<file path="src/rtl/aes_pkg.sv">
// aes_pkg: shared AES types, pipeline latency and FIPS-197 reference vectors.
package aes_pkg;
    localparam int AES_LATENCY = 10;
    typedef logic [127:0] aes_block_t;
    localparam aes_block_t FIPS_KEY_A = 128'h000102030405060708090a0b0c0d0e0f;
    localparam aes_block_t FIPS_PT_A  = 128'h00112233445566778899aabbccddeeff;
    localparam aes_block_t FIPS_CT_A  = 128'h69c4e0d86a7b0430d8cdb78070b4c55a;
    localparam aes_block_t FIPS_KEY_B = 128'h2b7e151628aed2a6abf7158809cf4f3c;
    localparam aes_block_t FIPS_PT_B  = 128'h3243f6a8885a308d313198a2e0370734;
    localparam aes_block_t FIPS_CT_B  = 128'h3925841d02dc09fbdc118597196a0b32;
endpackage

</file>
<file path="src/rtl/aes_out_fifo.sv">
// aes_out_fifo: single-clock show-ahead FIFO capturing ciphertext from the AES pipeline.
module aes_out_fifo
    import aes_pkg::*;
#(
    parameter int DEPTH = 16
) (
    input  logic                     clk,
    input  logic                     rst_n,
    input  logic                     wr_en,
    input  logic                     rd_en,
    input  aes_block_t               wr_data,
    output aes_block_t               rd_data,
    output logic                     empty,
    output logic [$clog2(DEPTH):0]   count
);
    localparam int AW = $clog2(DEPTH);
    aes_block_t mem [DEPTH];
    logic [AW-1:0] wrPtr, rdPtr;
    assign empty = count == '0;
    assign rd_data = empty ? '0 : mem[rdPtr];
    always_ff @(posedge clk) begin
        if (wr_en) mem[wrPtr] <= wr_data;
    end
    always_ff @(posedge clk) begin
        if (!rst_n) begin
            wrPtr <= '0;
            rdPtr <= '0;
            count <= '0;
        end else begin
            // The pipeline cannot stall, so a write into a full FIFO would lose a block.
            assert (!wr_en || count != (AW+1)'(DEPTH)) else $error("aes_out_fifo overflow");
            if (wr_en) wrPtr <= wrPtr + 1'b1;
            if (rd_en) rdPtr <= rdPtr + 1'b1;
            count <= count + (AW+1)'(wr_en) - (AW+1)'(rd_en);
        end
    end
endmodule

</file>
<file path="src/rtl/aes_stream_ctrl.sv">
// aes_stream_ctrl: valid/ready front end for a stall-free AES-128 pipeline,
// tracking slots with a tag shift register and throttling input by FIFO credit.
module aes_stream_ctrl
    import aes_pkg::*;
#(
    parameter int LATENCY    = AES_LATENCY,
    parameter int FIFO_DEPTH = 16
) (
    input  logic       clk,
    input  logic       rst_n,
    input  logic       key_load,
    input  aes_block_t key_in,
    input  logic       s_valid,
    output logic       s_ready,
    input  aes_block_t s_data,
    output logic       m_valid,
    input  logic       m_ready,
    output aes_block_t m_data,
    output logic       busy,
    output aes_block_t aes_key,
    output aes_block_t aes_plaintext,
    input  aes_block_t aes_ciphertext
);
    localparam int IW = $clog2(LATENCY + 2);
    localparam int FW = $clog2(FIFO_DEPTH) + 1;
    localparam int CW = FW + 1;
    logic keyValid, hs, fifoWr, pop, fifoEmpty;
    aes_block_t keyReg, ptReg;
    logic [LATENCY:0] tagReg;
    logic [IW-1:0] inflightCnt;
    logic [FW-1:0] fifoCnt;
    logic [CW-1:0] creditUsed;
    // Every block in flight has a reserved FIFO slot, so writes can never overflow.
    assign creditUsed = CW'(inflightCnt) + CW'(fifoCnt);
    assign s_ready = keyValid && (creditUsed < CW'(FIFO_DEPTH));
    assign hs = s_valid && s_ready;
    assign fifoWr = tagReg[LATENCY];
    assign m_valid = !fifoEmpty;
    assign pop = m_valid && m_ready;
    assign busy = (inflightCnt != '0) || (fifoCnt != '0);
    assign aes_key = keyReg;
    assign aes_plaintext = ptReg;
    always_ff @(posedge clk) begin
        if (!rst_n) begin
            keyValid    <= 1'b0;
            keyReg      <= '0;
            ptReg       <= '0;
            tagReg      <= '0;
            inflightCnt <= '0;
        end else begin
            if (key_load) begin
                keyReg   <= key_in;
                keyValid <= 1'b1;
            end
            if (hs) ptReg <= s_data;
            tagReg      <= {tagReg[LATENCY-1:0], hs};
            inflightCnt <= inflightCnt + IW'(hs) - IW'(fifoWr);
        end
    end
    aes_out_fifo #(.DEPTH(FIFO_DEPTH)) u_fifo (
        .clk    (clk),
        .rst_n  (rst_n),
        .wr_en  (fifoWr),
        .rd_en  (pop),
        .wr_data(aes_ciphertext),
        .rd_data(m_data),
        .empty  (fifoEmpty),
        .count  (fifoCnt)
    );
endmodule

</file>
<file path="config.mk">
export PLATFORM = sky130hd
export DESIGN_NAME = aes_stream_ctrl
export DESIGN_NICKNAME = d
export VERILOG_FILES = /design/src/rtl/aes_pkg.sv /design/src/rtl/aes_out_fifo.sv /design/src/rtl/aes_stream_ctrl.sv
export SDC_FILE = /design/constraint.sdc
export NUM_CORES = 2
export LEC_CHECK = 0
export BUFFER_PORTS_ARGS = -buffer_cell sky130_fd_sc_hd__buf_4
export CORE_MARGIN = 5
export CORE_UTILIZATION = 60
export CTS_CLUSTER_SIZE = 25
export DETAILED_ROUTE_END_ITERATION = 7
export PLACE_DENSITY = 0.79
export SETUP_SLACK_MARGIN = 0.5
export SLEW_MARGIN = 25
export SYNTH_ARGS = -nofsm -noshare
export SYNTH_HDL_FRONTEND = slang
export SYNTH_SLANG_ARGS = --single-unit
export TNS_END_PERCENT = 50
</file>
<file path="constraint.sdc">
create_clock -name clk -period 11.45 [get_ports clk]
set_clock_uncertainty 0.2 [all_clocks]
set_input_delay 2.29 -clock clk [delete_from_list [all_inputs] [get_ports clk]]
set_output_delay 2.29 -clock clk [all_outputs]
set_load 0.03 [all_outputs]
</file>
==> metrics.yaml <==
cpMaxStageDelayCell: "sky130_fd_sc_hd__buf_4"
place_hpwl_um: 132000
finalCoreUtilization: 0.708
fp.dieH_um: 391
ys_top_cells_by_count: "2048 x sky130_fd_sc_hd__edfxtp_1, 512 x sky130_fd_sc_hd__mux4_2, 289 x sky130_fd_sc_hd__dfxtp_1"
power_frac_clock: 0.347
wirelength_um: 239000
power.share.sequential: 0.442
post_layout_worst_setup_margin_ps: 4220
design.die.area_mm2: 0.153
path_delay_family: "buffers and inverters"
power.density_cell_area_mw_per_mm2: 208
whs_ps: 233
initial_antenna_violation_count: 73
worst-endpoint-required_ps: 8960
seq_area_frac_synth: 0.771
crit_path_max_incr_delay_ps: 820
number_of_synthesized_flops_with_an_enable_pin: 2048
p_leak_nw: 34.4
endpoint_kind: "primary output"
first_global_vias: 46400
cts_htree_levels: 4
fmaxAchievable_ghz: 0.138
ys_ff_latch: 2337
multiInputGateArea_mm2: 0.0189
synthDominantAreaCellType: "sky130_fd_sc_hd__edfxtp_1"
period_needed_ps: 7230
seq_area_mm2: 0.0673
ant_nets: 0
path_max_fanout: 59
maxCapViolations: 0
drc: 0
result_of_the_run: "complete, no violations"
syn_area_mm2: 0.0872
overflow: 0
switching_power_mw: 5.80
synthesized_nets: 4541
cts_tree: "done"
timing_worst_slew_pin_value_ps: 1180
min-delay-path-class: "reg -> reg"
drive_gt1_frac: 0.332
pre_cts_slack_ps: 5140
setup-tns-final_ps: 0
final_hold_viol_count: 0
clock-root-buffer: "sky130_fd_sc_hd__clkbuf_16"
synth-main-ff-cell: "sky130_fd_sc_hd__edfxtp_1"
yosys-top-cells-area: "sky130_fd_sc_hd__edfxtp_1 71%, sky130_fd_sc_hd__mux4_2 13%, sky130_fd_sc_hd__dfxtp_1 6.6%"
synth-async-reset-ratio: 0
post-route-period-util: 0.631
timing.slew.headroom: 0.212
rsz0062_at_grt: "false"
tritoncts.num_buffers: 219
most_prevalent_standard_cell_on_the_critical_path: "sky130_fd_sc_hd__buf_4"
io_buffers: 775
path_buf_inv: 4
rows: 140
global_route.usage.total: 0.312
max-vdd-ir-drop_mv: 0.243
die_width_um: 391
initial_utilization: 0.601
synthesis.yosys.warnings: 0
worst_ep_arrival_time_ps: 4740
design.portCount: 776
top_count_cell_post_synth: "sky130_fd_sc_hd__edfxtp_1"
detail_route.vias_per_cell: 6.47
cts_hold_repair.buffers: 0
area.growth.synth_to_final_pct: 17.7
worstSetupPathType: "reg -> out"
netlist.area_leader.share: 0.705
num_vias: 46000
drt-pass1-iter-count: 5
final_max_slew_viol_count: 0
power.internal_mw: 15.6
final_net_count: 5359
clkSinkCount: 2337
postCtsSetupBuffers: 0
worst_setup_path_start_kind: "flip-flop"
detail_route.wl_per_cell_um: 33.6
routabilityCongestion: 0.891
swShare: 0.271
postSynthAreaPerCell_um2: 21.1
ctsLongestPathBuffers: 3
yosysUniqueCellTypes: 34
path_cells: "inv_1 > ha_1 > nor4b_4 > nor3_2 > buf_4 > buf_4 > a22o_1 > a221o_1 > buf_4"
setup-violations-final: 0
grt_pass1_wl_um: 338000
num-fill-cells: 8482
worst_skew_pair.late_latency_ps: 850
drt_first_iter_violations: 5161
coreArea_mm2: 0.145
netlist_instances: 4131
comb_power_share: 0.212
grt_start_max_net_pins: 174
worst_setup_hold_path_clk_slew_ps: 60
post_cts_resize_count: 0
layer usage:
metal  track usage  share of wire
met5             0        0.00068
met4         0.140          0.043
met3        0.0809           0.10
met2         0.506           0.50
met1         0.404           0.35
cells by family (layout without fill, tap and decap cells):
group,count (synthesis),count (layout),synth area share
flip-flops,2337,2337,0.771
multiplexers,772,772,0.162
AND/OR/NAND/NOR,459,459,0.0213
buffers and inverters,267,1273,0.0130
AO/OA/AOI/OAI,264,264,0.0279
adder cells (fa/ha/maj),21,21,0.00318
XOR/XNOR,11,11,0.00110
other,0,54,0
layout make-up:
type | instances | area share
diodes | 54 | 0.00132
clock buffers | 273 | 0.0572
clock inverters | 136 | 0.0149
inverters | 21 | 0.000792
multi-input cells | 1527 | 0.184
flip-flops and latches | 2337 | 0.655
well taps | 1917 | 0.0234
repair buffers | 843 | 0.0632
final timing paths:
| path | startpoint | to | slack (ps) | depth (start not counted) |
|---|---|---|---|---|
| max | u_fifo.count[2]$_SDFF_PN0_ | m_data[5] | 4220 | 9 |
| min | tagReg[1]$_SDFF_PN0_ | tagReg[2]$_SDFF_PN0_ | 230 | 1 |
| max reg2reg | u_fifo.count[1]$_SDFF_PN0_ | aes_plaintext[117]$_SDFFE_PN0P_ | 7430 | 7 |
| min reg2reg | tagReg[1]$_SDFF_PN0_ | tagReg[2]$_SDFF_PN0_ | 230 | 1 |
power by group through the flow:
stage	Clock [mW]	Combinational (mW)	Sequential (mW)
finish	7.40	4.52	9.44
global route	7.88	4.76	9.45
CTS	7.49	4.55	9.44
detailed placement	0	4.51	9.62
global placement	0	4.45	9.62
floorplan	0	2.97	9.66
worst reg2reg max path: stages, from the launching register on:
cell,delay (ps)
sky130_fd_sc_hd__dfxtp_1,480
sky130_fd_sc_hd__ha_1,290
sky130_fd_sc_hd__nand4_1,90
sky130_fd_sc_hd__a21boi_0,110
sky130_fd_sc_hd__and4b_4,730
sky130_fd_sc_hd__buf_4,740
sky130_fd_sc_hd__buf_4,980
sky130_fd_sc_hd__mux2i_1,330
layout by cell type, fill, tap and decap left out, types with 19 or more instances in the layout:
cell and instances:
sky130_fd_sc_hd__edfxtp_1 2048, sky130_fd_sc_hd__ha_1 19, sky130_fd_sc_hd__clkbuf_16 223, sky130_fd_sc_hd__clkbuf_1 38
sky130_fd_sc_hd__bufinv_16 26, sky130_fd_sc_hd__dfxtp_1 287, sky130_fd_sc_hd__nand2_1 264, sky130_fd_sc_hd__inv_1 19
sky130_fd_sc_hd__a22o_1 126, sky130_fd_sc_hd__a221o_1 126, sky130_fd_sc_hd__clkinv_1 44, sky130_fd_sc_hd__diode_2 54
sky130_fd_sc_hd__clkinv_2 37, sky130_fd_sc_hd__mux2i_1 260, sky130_fd_sc_hd__mux4_2 512, sky130_fd_sc_hd__nor2_1 148
sky130_fd_sc_hd__buf_4 829
sequential cells by signal, indices dropped and copies added (netlist names), named ones only:
name and flops:
aes_key 128, u_fifo.wrPtr 4, aes_plaintext 128, tagReg 11
keyValid 1, u_fifo.rdPtr 4, u_fifo.mem 2048, inflightCnt 4
u_fifo.count 5
through the flow:
stage / cells / power [mW] / instance area [um^2]
4_1_cts: 7053 / 21.5 / 102000
3_3_place_gp: 6642 / 14.1 / 95000
6_report: 7108 / 21.4 / 103000
2_1_floorplan: 4131 / 12.6 / 87200
3_5_place_dp: 6644 / 14.1 / 95100
5_1_grt: 7099 / 22.1 / 103000
Note: power is estimated with default switching activity, not from simulation.
